===== src/rtl/pipeline_ctrl_if.sv =====
// Handshake bundle between the stall/redirect controller and the pipeline stages.
// master = pipeline_ctrl, slave = stage registers / PC mux.
interface pipeline_ctrl_if #(
    parameter int ADDR_WIDTH = 32,
    parameter int CNT_WIDTH  = 32
);
    logic                  stall_req_if;
    logic                  stall_req_id;
    logic                  stall_req_ex;
    logic                  stall_req_mem;
    logic                  branch_flag;
    logic [ADDR_WIDTH-1:0] branch_addr;
    logic [5:0]            stall;
    logic                  redirect_valid;
    logic [ADDR_WIDTH-1:0] redirect_addr;
    logic [CNT_WIDTH-1:0]  perf_stall_cycles;
    logic [CNT_WIDTH-1:0]  perf_branches;

    modport master (
        input  stall_req_if, stall_req_id, stall_req_ex, stall_req_mem,
        input  branch_flag, branch_addr,
        output stall, redirect_valid, redirect_addr,
        output perf_stall_cycles, perf_branches
    );

    modport slave (
        output stall_req_if, stall_req_id, stall_req_ex, stall_req_mem,
        output branch_flag, branch_addr,
        input  stall, redirect_valid, redirect_addr,
        input  perf_stall_cycles, perf_branches
    );
endinterface


===== src/rtl/pipeline_ctrl.sv =====
// Stall vector merge and delay-slot-aware PC redirect for the 5-stage core.
// Optional performance counters are enabled with PIPELINE_PERF_CNT_EN.
module pipeline_ctrl #(
    parameter int ADDR_WIDTH = 32,
    parameter int CNT_WIDTH  = 32
) (
    input  logic             clk,
    input  logic             rst,
    pipeline_ctrl_if.master  bus
);
    typedef enum logic {IDLE, PENDING} state_t;

    state_t                r_state;
    state_t                w_next_state;
    logic [ADDR_WIDTH-1:0] r_target;
    logic                  w_capture;
    logic [5:0]            w_stall;
    logic                  w_id_adv;
    logic                  w_if_adv;
    logic                  w_redirect_valid;
    logic [ADDR_WIDTH-1:0] w_redirect_addr;

    // Outputs are forced to zero for the whole time reset is held, not just at the edge.
    always_comb begin
        w_stall = 6'b000000;
        if (rst) begin
            if (bus.stall_req_mem)     w_stall = 6'b011111;
            else if (bus.stall_req_ex) w_stall = 6'b001111;
            else if (bus.stall_req_id) w_stall = 6'b000111;
            else if (bus.stall_req_if) w_stall = 6'b000011;
        end
    end

    assign w_id_adv = ~w_stall[2];
    assign w_if_adv = ~w_stall[1];

    always_comb begin
        w_next_state     = r_state;
        w_capture        = 1'b0;
        w_redirect_valid = 1'b0;
        w_redirect_addr  = '0;
        if (rst) begin
            case (r_state)
                IDLE: begin
                    if (bus.branch_flag && w_id_adv) begin
                        if (w_if_adv) begin
                            w_redirect_valid = 1'b1;
                            w_redirect_addr  = bus.branch_addr;
                        end else begin
                            w_capture    = 1'b1;
                            w_next_state = PENDING;
                        end
                    end
                end
                PENDING: begin
                    // A branch sitting in the delay slot is dropped here.
                    w_redirect_addr  = r_target;
                    w_redirect_valid = w_if_adv;
                    if (w_if_adv) w_next_state = IDLE;
                end
                default: w_next_state = IDLE;
            endcase
        end
    end

    always_ff @(posedge clk or negedge rst) begin
        if (!rst) begin
            r_state  <= IDLE;
            r_target <= '0;
        end else begin
            r_state <= w_next_state;
            if (w_capture) r_target <= bus.branch_addr;
        end
    end

    assign bus.stall          = w_stall;
    assign bus.redirect_valid = w_redirect_valid;
    assign bus.redirect_addr  = w_redirect_addr;

`ifdef PIPELINE_PERF_CNT_EN
    logic [CNT_WIDTH-1:0] r_perf_stall_cycles;
    logic [CNT_WIDTH-1:0] r_perf_branches;

    always_ff @(posedge clk or negedge rst) begin
        if (!rst) begin
            r_perf_stall_cycles <= '0;
            r_perf_branches     <= '0;
        end else begin
            if (w_stall != 6'b000000) r_perf_stall_cycles <= r_perf_stall_cycles + 1'b1;
            if (w_redirect_valid)     r_perf_branches     <= r_perf_branches + 1'b1;
        end
    end

    assign bus.perf_stall_cycles = r_perf_stall_cycles;
    assign bus.perf_branches     = r_perf_branches;
`else
    assign bus.perf_stall_cycles = {CNT_WIDTH{1'b0}};
    assign bus.perf_branches     = {CNT_WIDTH{1'b0}};
`endif
endmodule


===== src/flat_wrapper.sv =====
// flat-port wrapper written by rule: the top's interface ports become plain ports
module pipeline_ctrl_flat 
#(
    parameter int ADDR_WIDTH = 32,
    parameter int CNT_WIDTH  = 32
)
  (clk, rst, bus_stall_req_if, bus_stall_req_id, bus_stall_req_ex, bus_stall_req_mem, bus_branch_flag, bus_branch_addr, bus_stall, bus_redirect_valid, bus_redirect_addr, bus_perf_stall_cycles, bus_perf_branches);
  pipeline_ctrl_if #(.ADDR_WIDTH(ADDR_WIDTH), .CNT_WIDTH(CNT_WIDTH)) bus_i ();
  input  logic clk;
  input  logic rst;
  input wire logic [$bits(bus_i.stall_req_if)-1:0] bus_stall_req_if;
  input wire logic [$bits(bus_i.stall_req_id)-1:0] bus_stall_req_id;
  input wire logic [$bits(bus_i.stall_req_ex)-1:0] bus_stall_req_ex;
  input wire logic [$bits(bus_i.stall_req_mem)-1:0] bus_stall_req_mem;
  input wire logic [$bits(bus_i.branch_flag)-1:0] bus_branch_flag;
  input wire logic [$bits(bus_i.branch_addr)-1:0] bus_branch_addr;
  output wire logic [$bits(bus_i.stall)-1:0] bus_stall;
  output wire logic [$bits(bus_i.redirect_valid)-1:0] bus_redirect_valid;
  output wire logic [$bits(bus_i.redirect_addr)-1:0] bus_redirect_addr;
  output wire logic [$bits(bus_i.perf_stall_cycles)-1:0] bus_perf_stall_cycles;
  output wire logic [$bits(bus_i.perf_branches)-1:0] bus_perf_branches;
  assign bus_i.stall_req_if = bus_stall_req_if;
  assign bus_i.stall_req_id = bus_stall_req_id;
  assign bus_i.stall_req_ex = bus_stall_req_ex;
  assign bus_i.stall_req_mem = bus_stall_req_mem;
  assign bus_i.branch_flag = bus_branch_flag;
  assign bus_i.branch_addr = bus_branch_addr;
  assign bus_stall = bus_i.stall;
  assign bus_redirect_valid = bus_i.redirect_valid;
  assign bus_redirect_addr = bus_i.redirect_addr;
  assign bus_perf_stall_cycles = bus_i.perf_stall_cycles;
  assign bus_perf_branches = bus_i.perf_branches;
  pipeline_ctrl #(.ADDR_WIDTH(ADDR_WIDTH), .CNT_WIDTH(CNT_WIDTH)) u_core (.clk(clk), .rst(rst), .bus(bus_i));
endmodule

===== config.mk =====
export PLATFORM = sky130hd
export DESIGN_NAME = pipeline_ctrl_flat
export DESIGN_NICKNAME = d
export VERILOG_FILES = /design/src/rtl/pipeline_ctrl_if.sv /design/src/rtl/pipeline_ctrl.sv /design/src/flat_wrapper.sv
export SDC_FILE = /design/constraint.sdc
export NUM_CORES = 1
export LEC_CHECK = 0
export CAP_MARGIN = 10
export CORE_ASPECT_RATIO = 1.4
export CORE_MARGIN = 2
export CORE_UTILIZATION = 33
export CTS_CLUSTER_SIZE = 14
export DETAILED_ROUTE_END_ITERATION = 8
export PLACE_DENSITY_LB_ADDON = 0.3
export SYNTH_ARGS = -nofsm -noshare
export SYNTH_HDL_FRONTEND = slang
export SYNTH_SLANG_ARGS = --single-unit

===== constraint.sdc =====
create_clock -name clk -period 2.9 [get_ports clk]
set_input_delay 0.87 -clock clk [delete_from_list [all_inputs] [get_ports clk]]
set_output_delay 0.87 -clock clk [all_outputs]
set_load 0.02 [all_outputs]

==> metrics.yaml <==
worst_setup_path:
  critPathMaxFanout: 7
  r2r_setup_slack_ns: 1.40
  worstReg2RegStart: "u_core.r_state$_DFFE_PN0P_"
  required_ns: 2.03
  timing.rr.end: "u_core.r_target[1]$_DFFE_PN0P_"
  worst_ep_arrival_time_ns: 2.29
  worst_setup_path_start_kind: "input port"
  reg2regPathDepth: 3
  setup.worst_path.class: "in -> out"
  end_kind: "output port"
synthesis:
  ys_warn_count: 0
  yosys.cell_types.count: 21
  postSynthCellCount: 190
  avgSynthCellArea_um2: 11.3
  syn_area_mm2: 0.00215
  ys_seq_area_frac: 0.384
  ys_ff_latch: 33
floorplanning:
  core_mm2: 0.00625
  dieArea_mm2: 0.00718
  num_rows: 34
  die-height_um: 99.5
  initial_core_util: 0.344
  fp.dieW_um: 72.2
  ios: 142
placement:
  dp.cells: 339
  dp_hpwl_um: 3450
  gp_congestion: 0.655
  port_buffers: 76
route:
  routedWlPerCell_um: 13.2
  first_pass_iters: 4
  num_vias: 1589
  drt_drc_violations_left: 0
  viasPerCell: 4.48
  ant_nets: 0
  wirelength_um: 4700
  drt_iter0_drc: 41
clock_network:
  insertion_delay_ns: 0.28
  cts_tree: "built"
  clock-sinks: 33
  cts_max_level: 2
  cts_max_path_buffers: 2
  numCtsBuffers: 5
  cts_root_buf: "clkbuf_8"
  clk_pin_slew_ns: 0.07
final_layout:
  final_common_cell: "conb_1"
  drive_gt1_frac: 0.466
  stdcell_count: 355
  final_util: 0.533
  final_nets: 321
  multi_input_area_mm2: 0.00125
  seqCellArea_um2: 826
  synthToLayoutAreaGrowth_pct: 55.0
  mostFrequentLayoutCells: "conb_1, buf_6, dfrtp_1"
  antennaDiodeCount: 0
  fill_cells: 574
sta:
  rsz0062_at_grt: "true"
  fin_ws_ns: -0.264
  fmax_mhz: 316
  final.min_clock_period_ns: 3.16
  slew_viol_final: 0
  finClkSkew_ns: 0.0111
  period_share: 1.09
  finalSetupViolCount: 32
  hold_viol_final: 0
pwr:
  leakagePower_nw: 1.72
  power_switching_mw: 0.473
  power_mw: 1.58
  intPower_mw: 1.10
  seq_power_share: 0.392
  switching_share: 0.300
  clockPowerShare: 0.281
  power_density_mw_per_mm2: 473
  p_comb_frac: 0.327
  peakVddDrop_mv: 0.337
global_route:
  track_usage: 0.128
  antenna_found_initial: 0
  grt_max_degree: 25
  grt_pass1_wl_um: 7230
  grt_overflow_total: 0
  grt_pass1_vias: 1509
run_status:
  violations: "negative setup slack"
  status: "finished with violations"
hold_path:
  min_to: "u_core.r_target[19]$_DFFE_PN0P_"
  min_path_type: "reg -> reg"
  min_path_cells: 1
  hp-start: "u_core.r_target[19]$_DFFE_PN0P_"
flow_run:
  max-cap-violations: 0
timing repair:
| action | in CTS | in global routing |
|---|---|---|
| gates resized for setup | 224 | 12 |
| setup endpoints to repair | 38 | 33 |
| pin swaps | 5 | 4 |
| gates cloned | 0 | 1 |
| hold buffers | 0 | 0 |
| setup buffers | 7 | 2 |
critical path, cell delays in order:
cell and delay, ns:
buf_6 0.09, or4_4 0.54, nor3b_4 0.23, buf_4 0.18
clkbuf_16 0.16, a22o_4 0.11, buf_6 0.11
power by group through the flow:
stage,clock [mW],sequential (mW),combinational (mW)
after floorplan,0,0.612,0.384
after global placement,0,0.621,0.500
after detailed placement,0,0.627,0.508
after CTS,0.454,0.618,0.517
after global routing,0.479,0.631,0.551
final,0.444,0.617,0.516
stage by stage:
stage / cell area, um2 / hold slack [ns] / setup TNS [ns] / setup WS (ns)
finish: 3330 / 0.510 / -7.32 / -0.264
global route: 3330 / 0.524 / -8.72 / -0.301
CTS: 3300 / 0.515 / -7.47 / -0.282
detailed placement: 3110 / 0.500 / -37.36 / -1.12
global placement: 3110 / 0.492 / -36.87 / -1.09
floorplan: 2650 / 0.478 / -1.27 / -0.0422
cell usage after synthesis (all sizes together):
| library cell | instances | share of area |
|---|---|---|
| buf | 73 | 0.26 |
| dfrtp | 33 | 0.38 |
| a22o | 32 | 0.13 |
| mux2 | 32 | 0.17 |
| and2 | 4 | 0.012 |
| clkbuf | 4 | 0.0070 |
| a21oi | 1 | 0.0023 |
| a31oi | 1 | 0.0029 |
| and4b | 1 | 0.0047 |
| conb | 1 | 0.0017 |
| inv | 1 | 0.0017 |
| nor2 | 1 | 0.0017 |
| nor2b | 1 | 0.0029 |
| nor3 | 1 | 0.0023 |
| nor3b | 1 | 0.0087 |
| o21a | 1 | 0.0035 |
| o21ai | 1 | 0.0023 |
| or4 | 1 | 0.0052 |
how the worst max path moves through the flow:
stage,startpoint,endpoint,slack [ns],cells after the start
2_1_floorplan,bus_stall_req_ex,bus_redirect_addr[10],-0.04,4
3_3_place_gp,bus_stall_req_ex,bus_redirect_addr[26],-1.09,6
3_5_place_dp,bus_stall_req_ex,bus_redirect_addr[0],-1.12,6
4_1_cts,bus_stall_req_if,bus_redirect_addr[0],-0.28,8
5_1_grt,bus_stall_req_id,bus_redirect_addr[13],-0.30,7
6_report,bus_stall_req_id,bus_redirect_addr[13],-0.26,7
area by class of cell:
class,instances,share of cell area
clock buffer,7,0.0259
inverter,1,0.00113
multi-input combinational,143,0.377
clock inverter,1,0.00901
sequential,33,0.248
tap,72,0.0270
timing repair buffer,98,0.312
metal layers:
layer	track usage	routed length (um)	up-vias
li1	-	-	730
met1	0.145	1730	768
met2	0.232	2530	85
met3	0.0344	375	6
met4	0.0348	58	0
met5	0	0	-
logic make-up (layout without fill, tap and decap cells):
kind of cell | count (synthesis) | after routing | synth area share
AO/OA/AOI/OAI | 36 | 36 | 0.141
flip-flops | 33 | 33 | 0.384
buffers and inverters | 78 | 107 | 0.268
multiplexers | 32 | 32 | 0.168
AND/OR/NAND/NOR | 10 | 10 | 0.0372
other | 1 | 65 | 0.00174
state kept, by name (all words and copies together), names as in the netlist:
signal,flops
u_core.r_target,32
u_core.r_state,1
Power figures use the tool's default switching activity.
